File: config.mk
export PLATFORM = sky130hd
export DESIGN_NAME = xnor_prbs7_lfsr
export DESIGN_NICKNAME = d
export VERILOG_FILES = /design/src/rtl/xnor_prbs_pkg.sv /design/src/rtl/xnor_prbs7_lfsr.sv
export SDC_FILE = /design/constraint.sdc
export NUM_CORES = 1
export LEC_CHECK = 0
export CAP_MARGIN = 0
export CORE_AREA = 4 4 41 43
export DETAILED_ROUTE_END_ITERATION = 16
export DIE_AREA = 0 0 45 47
export DONT_BUFFER_PORTS = 1
export MAX_ROUTING_LAYER = met4
export PLACE_DENSITY = 0.4
export SKIP_LAST_GASP = 1
export SLEW_MARGIN = 20
export SYNTH_ARGS = -nofsm -noshare
export SYNTH_HDL_FRONTEND = slang
export SYNTH_SLANG_ARGS = --single-unit
export TNS_END_PERCENT = 30
File: constraint.sdc
create_clock -name i_clk -period 1.1 [get_ports i_clk]
set_input_delay 0 -clock i_clk [delete_from_list [all_inputs] [get_ports i_clk]]
set_output_delay 0 -clock i_clk [all_outputs]
set_load 0.01 [all_outputs]
File: src/rtl/xnor_prbs_pkg.sv
`default_nettype none
// ============================================================================
// Module      : xnor_prbs_pkg
// Description : Shared constants and state type for the XNOR PRBS7 checker.
//               PRBS7 polynomial x^7 + x^6 + 1, XNOR feedback form.
// Revision    : 1.0 - initial release
// ============================================================================
package xnor_prbs_pkg;

    localparam int PRBS_LEN = 7;
    localparam int TAP_HI   = 6;
    localparam int TAP_LO   = 5;

    // All-ones is the XNOR LFSR lockup state: feedback regenerates a 1 forever.
    localparam logic [PRBS_LEN-1:0] LOCKUP_VAL = 7'h7F;

    typedef enum logic [1:0] {
        ST_IDLE  = 2'd0,
        ST_SEED  = 2'd1,
        ST_TRACK = 2'd2,
        ST_LOCK  = 2'd3
    } state_t;

endpackage : xnor_prbs_pkg
`default_nettype wire

File: src/rtl/xnor_prbs7_lfsr.sv
`default_nettype none
// ============================================================================
// Module      : xnor_prbs7_lfsr
// Description : 7-bit XNOR-feedback LFSR producing the expected PRBS7 bit.
//               On i_adv the register shifts left, taking i_load_bit when
//               i_load_sel is high (seeding) or its own expected bit otherwise.
//   i_clk       clock
//   i_rst_n     asynchronous active-low reset (clears register to 0)
//   i_adv       shift enable
//   i_load_sel  1: shift in i_load_bit, 0: shift in o_exp
//   i_load_bit  external bit used while seeding
//   o_exp       expected next bit, ~(s[6] ^ s[5])
//   o_state     current register contents
// Revision    : 1.0 - initial release
// ============================================================================
module xnor_prbs7_lfsr
    import xnor_prbs_pkg::*;
(
    input  wire logic                i_clk,
    input  wire logic                i_rst_n,
    input  wire logic                i_adv,
    input  wire logic                i_load_sel,
    input  wire logic                i_load_bit,
    output logic                     o_exp,
    output logic [PRBS_LEN-1:0]      o_state
);

    logic [PRBS_LEN-1:0] r_state;
    logic                w_exp;
    logic                w_in_bit;

    assign w_exp    = ~(r_state[TAP_HI] ^ r_state[TAP_LO]);
    assign w_in_bit = i_load_sel ? i_load_bit : w_exp;

    always_ff @(posedge i_clk or negedge i_rst_n) begin
        if (!i_rst_n) begin
            r_state <= '0;
        end else if (i_adv) begin
            r_state <= {r_state[PRBS_LEN-2:0], w_in_bit};
        end
    end

    assign o_exp   = w_exp;
    assign o_state = r_state;

endmodule : xnor_prbs7_lfsr
`default_nettype wire

After elaboration in Yosys (flattened, before gate mapping)
Index checks and enable logic that the tools add are counted.
{ "op_classes": {"muxes": 1, "n_bitwise": 2} }
{ "ops": {"columns": ["operator", "count"], "rows": [
  ["two-way mux 1 bit", 1],
  ["inverter 1 bit", 1],
  ["XOR 1 bit", 1]
]} }
{ "totals": {"regBits": 7, "in_bits": 5} }

Logic depth before layout (Yosys ltp)
Gate-level depths: netlist of run 1.
{ "depth": {"depth_word": 3, "mapped_depth": 3, "ltp_nobuf": 3} }

Worst setup path after synthesis of run 1
OpenSTA, ideal clock, no wires.
{ "synth_timing": {"kind": "register to register", "from": "register r_state[5] (netlist: o_state[5])", "to": "register r_state[0] (netlist: o_state[0])", "setup_ps": 77, "t_arrival_ps": 967, "t_required_ps": 1023, "slack_ps": 56, "stages_incl_launch_ff": 4, "n_path_buf": 0, "cell_sequence": "dfrtp_1 -> xnor2_1 -> mux2i_1 -> a21oi_1"} }
{ "synth_via": {"elab_chain_cells": 3} }
{ "synth_rtl": {"columns": ["item", "line_no", "rtl"], "rows": [
  ["start: declaration", "xnor_prbs7_lfsr.sv:28", "logic [PRBS_LEN-1:0] r_state;"],
  ["start signal: assignment", "xnor_prbs7_lfsr.sv:39", "r_state <= {r_state[PRBS_LEN-2:0], w_in_bit};"],
  ["XOR 1 bit", "xnor_prbs7_lfsr.sv:32", "assign w_exp = ~(r_state[TAP_HI] ^ r_state[TAP_LO]);"],
  ["inverter 1 bit", "xnor_prbs7_lfsr.sv:32", null],
  ["via o_exp", "xnor_prbs7_lfsr.sv:24", "output logic o_exp,"],
  ["two-way mux 1 bit", "xnor_prbs7_lfsr.sv:33", "assign w_in_bit = i_load_sel ? i_load_bit : w_exp;"]
]} }
The timed path passes the listed nets, and every way through them passes these cells.
A chain may end at the register's enable or synchronous reset.

Final worst setup path of run 1
{ "layout_timing": {"from": "register r_state[5] (netlist: o_state[5])", "to": "output o_exp"} }
{ "layout_via": {"elab_chain_cells": 2} }
{ "layout_rtl": {"columns": ["item", "line_no"], "rows": [
  ["XOR 1 bit", "xnor_prbs7_lfsr.sv:32"],
  ["inverter 1 bit", "xnor_prbs7_lfsr.sv:32"],
  ["end: declaration", "xnor_prbs7_lfsr.sv:24"]
]} }
No other way between the ends.

==> key figures, run 1 <==
Route
  – Via density: 3.93
  – DRT Pass-1 Iters: 2
  – Routed Antenna Nets: 0
  – Residual DRC count: 0
  – WL final: 531 um
  – Vias: 169
  – First DRT Iteration DRCs: 1
  – Post-DR wirelength/cell: 12.3 um

Finish
  – P&R area growth vs syn: 40.0%
  – Multi-input logic area: 103 um2
  – Post-route cell area: 385 um2
  – Max reg flops: 7
  – Layout Nets: 34
  – Layout fillers: 141
  – Layout cells sized above 1: 46.4%
  – Core Util, Final: 29.6%
  – FF/Latch Area: 175 um2
  – ANT cells: 0

Pwr
  – Leak: 0.162 nW
  – Worst IR Drop VDD: 776 uV
  – Overall Power: 0.00112 W
  – Pwr per Cell Area: 2910 nW/um2

Yosys
  – Syn nets: 23
  – Number of synthesized register bits: 7
  – Synth area leader: dfrtp_1
  – Synth Cell Area: 275 um2
  – Main area contributors after synthesis: dfrtp_1 64%, mux2_2 25%, mux2i_1 3.6%, xnor2_1 3.2%, a21oi_1 1.8%
  – Warnings from Yosys: 0
  – Yosys cell types: 7
  – Asr flop ratio synth: 100%
  – Synth cell count leaders: 7 x dfrtp_1, 6 x mux2_2
  – Post-synth top area share: 63.6%
  – Register area share after synthesis: 63.6%
  – Most common cell in the synthesized netlist: dfrtp_1
  – Cell count after synthesis: 18
  – Mean area per synthesized cell: 15.3 um2
  – Post-synth EDFFs: 0
  – Main synth FF type: dfrtp_1

Setup path
  – Worst path arrival time: 1000 ps
  – Worst stage delay on the critical path: 430 ps
  – Critical R2R Capture: o_state[0]
  – Slowest-stage cell, CP: dfrtp_1
  – Reg2Reg Depth: 3
  – Crit end category: output port
  – Worst R2R Start: o_state[5]
  – Crit path max fanout: 4
  – Crit path cell chain: xnor2_2 > buf_4
  – Class of the most critical setup path: register to output port
  – CP startpoint kind: register
  – Worst Path Required: 1100 ps
  – Flop-to-flop setup slack: 160 ps

Timing
  – Worst Skew: 5.63 ps
  – Final hold vios: 0
  – Fin crit period: 1000 ps
  – RSZ-0062 raised after global routing: false
  – Worst rel slew slack: 77.8%
  – Final Cycle Share: 91.2%
  – Max-slew violations: 0
  – # setup viols final: 0
  – Setup TNS: 0 ps
  – Fmax achieved: 997 MHz
  – Hold_ws: 72.3 ps
  – Worst slew pin tran: 332 ps

Die
  – Row cnt: 13
  – Core Box Area: 1300 um2
  – Chip Height: 47 um
  – Starting Density: 21.2%
  – Die Footprint: 2120 um2
  – Die width: 45 um
  – Num ports: 13

CTS
  – Clock root buffer: clkbuf_4
  – Post CTS Setup Buffer Count: 0
  – TritonCTS clock tree: built
  – H-tree depth: 1
  – Clk slew on worst S/H paths: 50 ps
  – CTS max path bufs: 2
  – Insertion delay to the later sink of the worst-skew pair: 250 ps
  – CTS Sinks: 7
  – TritonCTS Buffers: 3

Outcome
  – Status: finished, final reports clean

GRT
  – First-pass GRT wire length: 931 um
  – Initial antenna violation count: 0
  – GRT Util Overall: 7.32%
  – Largest net degree at the start of global routing: 9
  – GR Overflow Total: 0
  – Vias in the first global route: 202

Flow run
  – Max Cap Violations: 0

Place
  – Post-DP Area: 312 um2
  – GPL Wtd Cong: 0.578
  – IO buf count: 0

Hold path
  – Hold Crit Class: input port to asynchronous set/reset pin
[power breakdown]
part	switching [W]	leakage [nW]	internal [W]
Clock	0.0000905	0.0150	0.000138
Sequential	0.000162	0.0773	0.000380
Combinational	0.000122	0.0692	0.000229
Total	0.000375	0.162	0.000747
[layout by cell type (no fill, tap or decap)]
| cell | netlist | layout |
|---|---|---|
| xnor2_2 | 0 | 1 |
| mux2i_1 | 1 | 1 |
| dlygate4sd3_1 | 0 | 4 |
| mux2_2 | 6 | 6 |
| nor2_1 | 1 | 1 |
| clkbuf_1 | 0 | 1 |
| clkbuf_4 | 0 | 3 |
| a21oi_1 | 1 | 1 |
| dfrtp_1 | 7 | 7 |
| buf_4 | 0 | 3 |
[layer usage]
metal | wire (um) | share of wire (%) | vias to the layer above | GRT usage (%)
met5 | 0 | 0 | - | -
met4 | 10 | 1.9 | 0 | 10.5
met3 | 66 | 12 | 2 | 4.21
met2 | 252 | 47 | 8 | 9.32
met1 | 202 | 38 | 78 | 6.28
li1 | - | - | 81 | -
[worst max-delay path, delay by kind of cell, from the launching register on]
| kind | cells | cell delay (ps) |
|---|---|---|
| xor gates and xnor gates | 1 | 190 |
| buffers and inverters | 1 | 140 |
| DFF | 1 | 430 |
[metrics by stage]
stage                     instances  setup slack [ps]
after floorplan                  18              55.5
final                            43              97.0
after CTS                        43              47.7
after detailed placement         35               137
after global routing             43              27.1
after global placement           35               191
[worst max-delay path by stage]
stage / startpoint / end / slack [ps] / depth (start not counted)
2_1_floorplan: o_state[5] / o_state[0] / 60 / 3
3_3_place_gp: o_state[5] / o_state[0] / 190 / 3
3_5_place_dp: o_state[5] / o_state[0] / 140 / 3
4_1_cts: o_state[5] / o_exp / 50 / 2
5_1_grt: o_state[5] / o_exp / 30 / 2
6_report: o_state[5] / o_exp / 100 / 2
[logic make-up after synthesis]
kind of cell    count (synthesis)  share of synthesized area [%]
mux                             7                           28.2
flops                           7                           63.6
compound gates                  1                           1.82
xor+xnor                        1                           3.18
simple gates                    1                           1.36
buf+inv                         1                           1.82
[timing repair]
item / CTS / global route
gates resized for setup: 0 / 1
hold endpoints to repair: 14 / 0
setup endpoints to repair: 0 / 1
hold buffers: 4 / 0
[cell type report]
class                           instances  share of cell area [%]
Tap cell                               15                    4.87
Sequential cell                         7                    45.5
Multi-Input combinational cell         10                    26.6
Clock buffer                            4                    6.82
Timing Repair Buffer                    7                    16.2
No activity file was read; power rests on OpenSTA's default activity.
==> run 2: changes to the inputs <==
==> constraint.sdc (replaced) <==
create_clock -name i_clk -period 1.15 [get_ports i_clk]
set_input_delay 0 -clock i_clk [delete_from_list [all_inputs] [get_ports i_clk]]
set_output_delay 0 -clock i_clk [all_outputs]
set_load 0.02 [all_outputs]
==> run 2 against run 1 <==
First-iteration DRC count is the same. Total power grew 6.4%. Largest power group unchanged. Routed wire length shrank 1.1%. Flip-flop and latch count is the same. Highest routed layer is now met3. Global-route usage shrank 0.82 points. Hold slack gained 5.7 ps.
==> key figures, run 2 (same netlist as run 1, synthesis figures left out) <==
Outcome
  – Status: finished, final reports clean

Timing
  – Final hold vios: 0 (unchanged)
  – # setup viols final: 0 (unchanged)
  – Worst rel slew slack: 78.0% (+0.18 points)
  – Fin crit period: 1000 ps
  – RSZ-0062 raised after global routing: false
  – Final Cycle Share: 87.2%
  – Worst Skew: 8.48 ps (+2.85 ps)
  – Fmax achieved: 997 MHz
  – Setup TNS: 0 ps (unchanged)
  – Worst slew pin tran: 329 ps (-2.66 ps)
  – Max-slew violations: 0 (unchanged)

Setup path
  – Worst path arrival time: 1000 ps (about the same)
  – Worst Path Required: 1150 ps (+50 ps)
  – Crit end category: output port
  – CP startpoint kind: register
  – Class of the most critical setup path: register to output port
  – Reg2Reg Depth: 2 (-1)
  – Crit path max fanout: 3 (-1)

Finish
  – Max reg flops: 7 (unchanged)
  – Layout cells sized above 1: 46.4% (unchanged)
  – FF/Latch Area: 175 um2 (unchanged)
  – Layout fillers: 144 (+2.1%)
  – Layout Nets: 34 (unchanged)
  – ANT cells: 0 (unchanged)
  – P&R area growth vs syn: 40.0% (unchanged)
  – Highest-count cells in the layout ignoring fill and taps: 7 x dfrtp_1, 6 x mux2_2, 4 x dlygate4sd3_1
  – Multi-input logic area: 103 um2 (unchanged)
  – Core Util, Final: 29.6% (unchanged)
  – Commonest non-fill, non-tap cell in the layout: dfrtp_1

CTS
  – TritonCTS Buffers: 3 (unchanged)
  – H-tree depth: 1 (unchanged)
  – CTS Sinks: 7 (unchanged)
  – Post CTS Setup Buffer Count: 0 (unchanged)
  – Insertion delay to the later sink of the worst-skew pair: 250 ps (about the same)
  – CTS max path bufs: 2 (unchanged)
  – Resize count post-CTS: 0 (unchanged)
  – TritonCTS clock tree: built
  – Clock root buffer: clkbuf_4
  – Clk slew on worst S/H paths: 60 ps (about the same)

Route
  – First DRT Iteration DRCs: 1 (unchanged)
  – Routed metal-1 wirelength: 209 um (+3.5%)
  – Post-DR wirelength/cell: 12.2 um (-1.1%)
  – Via density: 3.98 (+1.2%)
  – Routed Antenna Nets: 0 (unchanged)
  – Vias: 171 (+1.2%)
  – Residual DRC count: 0 (unchanged)
  – DRT Pass-1 Iters: 2 (unchanged)
  – WL final: 525 um (-1.1%)
  – Top layer in use: met3
  – DR WL met2: 233 um (-7.5%)
  – Met3 WL: 83 um (+26%)

Flow run
  – Max Cap Violations: 0 (unchanged)

GRT
  – Initial antenna violation count: 0 (unchanged)
  – GRT Util Overall: 6.50% (-0.82 points)
  – First-pass GRT wire length: 841 um (-9.7%)
  – GR Overflow Total: 0 (unchanged)
  – Vias in the first global route: 186 (-7.9%)
  – Largest net degree at the start of global routing: 9 (unchanged)

Place
  – IO buf count: 0 (unchanged)
  – GPL Wtd Cong: 0.611 (+5.7%)

Die
  – Row cnt: 13 (unchanged)
  – Starting Density: 21.2% (unchanged)
  – Core Box Area: 1300 um2 (unchanged)
  – Num ports: 13 (unchanged)
  – Die width: 45 um (unchanged)
  – Die Footprint: 2120 um2 (unchanged)
  – Chip Height: 47 um (unchanged)

Pwr
  – Worst IR Drop VDD: 1460 uV (+88%)
  – Pwr per Cell Area: 3100 nW/um2 (+6.4%)
  – Leak: 0.162 nW (unchanged)
  – Overall Power: 0.00119 W (+6.4%)

Hold path
  – Hold Crit Class: input port to asynchronous set/reset pin
## run 2: cell counts in the layout (fill, tap and decap cells not counted)
No cell type changed its count.
## run 2: area by class of cell
type / instances / area share (%)
Clock buffer: 4 / 6.82
Multi-Input combinational cell: 10 / 26.6
Sequential cell: 7 / 45.5
Tap cell: 15 / 4.87
Timing Repair Buffer: 7 / 16.2
## run 2: path summary, 6_finish.rpt
kind | start | to | slack (ps)
setup / recovery | o_state[5] | o_exp | 150
hold / removal | i_rst_n | o_state[1] | 80
setup reg to reg | o_state[5] | o_state[5] | 200
hold reg to reg | o_state[6] | o_state[6] | 590
max in group asynchronous | i_rst_n | o_state[3] | 820
min in group i_clk | i_load_bit | o_state[0] | 530
## run 2: routing by layer
layer	vias up	track usage, %
li1	82	-
met1	78	5.59
met2	11	8.76
met3	0	6.90
met4	0	3.51
met5	-	-
## run 2: report_power, final
group / total [W] / internal, W / leakage (nW) / switching [W]
Sequential: 0.000577 / 0.000362 / 0.0773 / 0.000215
Combinational: 0.000398 / 0.000222 / 0.0692 / 0.000176
Clock: 0.000219 / 0.000132 / 0.0150 / 0.0000868
## run 2: worst max-delay path, cell delays in order (launching register included)
cell	delay (ps)
dfrtp_1	410
xnor2_2	180
buf_4	160
## run 2: timing repair
action | 4_1_cts | 5_1_grt
hold endpoints to repair | 14 | 0
hold buffers | 4 | 0
setup endpoints to repair | 0 | 0
## run 2: metrics by stage
step	worst slack (ps)	hold WS, ps	area [um2]	std cells
2_1_floorplan	19.1	-296	283	18
3_3_place_gp	205	-295	319	35
3_5_place_dp	203	-295	319	35
4_1_cts	128	73.2	385	43
5_1_grt	95.8	95.3	385	43
6_report	147	78.0	385	43
==> run 3: changes to the inputs <==
Settings changed: CORE_AREA 4 4 41 43 to 2 2 39 41, DIE_AREA 0 0 45 47 to 0 0 41 43, PLACE_DENSITY 0.4 to 0.33.
==> run 3 against run 2 <==
First-iteration DRC count is the same. Routed wire length shrank 4.4%. Hold slack gained 1.4 ps. Cell area grew 0.32%. Non-clock buffer count is the same. Die area shrank 17%. Fmax shrank 0.66%. Critical path depth is the same. Register-to-register slack gained 30 ps. Cell count grew 2.3%. Via count grew 6.4%. Largest power group unchanged. Highest routed layer is now met4.
==> key figures, run 3 (same netlist as run 1, synthesis figures left out) <==
Outcome
  – Status: finished, final reports clean

Setup path
  – Worst path arrival time: 1010 ps (about the same)
  – Reg2Reg Depth: 3 (+1)
  – Slowest-stage cell, CP: dfrtp_1
  – Worst stage delay on the critical path: 420 ps (about the same)
  – Worst Path Required: 1150 ps (about the same)
  – CP startpoint kind: register
  – Class of the most critical setup path: register to output port
  – Crit end category: output port
  – Crit path max fanout: 4 (+1)
  – Crit path cell chain: xnor2_2 > buf_4

Finish
  – ANT cells: 0 (unchanged)
  – P&R area growth vs syn: 40.5%
  – Highest-count cells in the layout ignoring fill and taps: 7 x dfrtp_1, 6 x mux2_2, 4 x dlygate4sd3_1
  – Layout Nets: 34 (unchanged)
  – Post-route cell area: 387 um2 (+0.32%)
  – Commonest non-fill, non-tap cell in the layout: dfrtp_1
  – Layout fillers: 146 (+1.4%)
  – Layout cells sized above 1: 46.4% (unchanged)
  – Max reg flops: 7 (unchanged)

Pwr
  – Overall Power: 0.00119 W (-0.39%)
  – Pwr per Cell Area: 3080 nW/um2 (-0.71%)
  – Worst IR Drop VDD: 770 uV (-47%)
  – Leak: 0.162 nW (unchanged)

CTS
  – Hold buffers post-CTS: 4 (unchanged)
  – TritonCTS clock tree: built
  – H-tree depth: 1 (unchanged)
  – Clk slew on worst S/H paths: 50 ps (about the same)
  – CTS max path bufs: 2 (unchanged)
  – Insertion delay to the later sink of the worst-skew pair: 240 ps (about the same)
  – TritonCTS Buffers: 3 (unchanged)
  – Resize count post-CTS: 0 (unchanged)
  – Clock root buffer: clkbuf_4
  – CTS Sinks: 7 (unchanged)
  – Post CTS Setup Buffer Count: 0 (unchanged)

Die
  – Row cnt: 14 (+1)
  – Die width: 41 um (-8.9%)
  – Core Box Area: 1380 um2 (+6.3%)
  – Chip Height: 43 um (-8.5%)
  – Starting Density: 19.9% (-1.3 points)
  – Die Footprint: 1760 um2 (-17%)
  – Num ports: 13 (unchanged)

Hold path
  – Hold Crit Class: input port to asynchronous set/reset pin

Place
  – Pre-CTS setup slack: 215 ps (+11.7 ps)
  – GPL Wtd Cong: 0.653 (+6.9%)
  – IO buf count: 0 (unchanged)
  – Post-DP Area: 320 um2 (+0.39%)

Timing
  – # setup viols final: 0 (unchanged)
  – Hold_ws: 79.4 ps (+1.39 ps)
  – Final Cycle Share: 87.8% (+0.58 points)
  – Fin crit period: 1010 ps (+6.69 ps)
  – Max-slew violations: 0 (unchanged)
  – Final hold vios: 0 (unchanged)
  – Setup TNS: 0 ps (unchanged)
  – Fmax achieved: 990 MHz (-0.66%)
  – Setup ws final: 140 ps (-6.69 ps)
  – RSZ-0062 raised after global routing: false
  – Worst rel slew slack: 77.5% (-0.49 points)
  – Worst slew pin tran: 337 ps (+7.32 ps)
  – Worst Skew: 0.796 ps (-7.68 ps)

GRT
  – Vias in the first global route: 179 (-3.8%)
  – Largest net degree at the start of global routing: 9 (unchanged)
  – First-pass GRT wire length: 738 um (-12%)
  – GR Overflow Total: 0 (unchanged)
  – GRT Util Overall: 7.28% (+0.78 points)
  – Initial antenna violation count: 0 (unchanged)

Route
  – Via density: 4.14 (+4.0%)
  – Residual DRC count: 0 (unchanged)
  – First DRT Iteration DRCs: 1 (unchanged)
  – Post-DR wirelength/cell: 11.4 um (-6.6%)
  – Vias: 182 (+6.4%)
  – WL final: 502 um (-4.4%)
  – DRT Pass-1 Iters: 2 (unchanged)
  – Routed Antenna Nets: 0 (unchanged)

Flow run
  – Max Cap Violations: 0 (unchanged)
[run 3: cell counts in the layout (fill, tap and decap cells not counted)]
Identical to the previous run, type by type.
[run 3: path summary, 6_finish.rpt]
| path | from | to | slack, ps |
|---|---|---|---|
| min in group i_clk | i_load_bit | o_state[0] | 540 |
| max in group asynchronous | i_rst_n | o_state[0] | 840 |
| worst max-delay path | o_state[5] | o_exp | 140 |
| worst min register to register | o_state[6] | o_state[6] | 590 |
| worst min-delay path | i_rst_n | o_state[5] | 80 |
| worst max register to register | o_state[5] | o_state[0] | 230 |
[run 3: critical path, delay by kind of cell (launching register included)]
kind / cells / cell delay [ps]
flops: 1 / 420
xor+xnor: 1 / 180
buf+inv: 1 / 160
[run 3: through the flow]
| step | std cells | utilization (%) |
|---|---|---|
| 2_1_floorplan | 18 | - |
| 3_3_place_gp | 36 | 23.1 |
| 3_5_place_dp | 36 | 23.1 |
| 4_1_cts | 44 | 27.9 |
| 5_1_grt | 44 | 27.9 |
| 6_report | 44 | 27.9 |
[run 3: routing by layer]
layer | up-vias | GRT usage, % | routed length, um
li1 | 83 | - | -
met5 | - | - | 0
met3 | 2 | 3.66 | 48
met4 | 0 | 10.0 | 10
met1 | 91 | 5.00 | 172
met2 | 6 | 10.3 | 270
[run 3: report_power, final]
group	switching (W)	internal, W	leakage [nW]
clock	0.0000840	0.000132	0.0150
sequential	0.000219	0.000362	0.0773
combinational	0.000170	0.000222	0.0692
total	0.000473	0.000716	0.162
[run 3: area by class of cell]
class | instances | area, um2 | share of cell area, %
clock buffers | 4 | 26.3 | 6.80
repair buffers | 7 | 62.6 | 16.2
multi-input cells | 10 | 103 | 26.5
well taps | 16 | 20.0 | 5.18
flip-flops and latches | 7 | 175 | 45.3
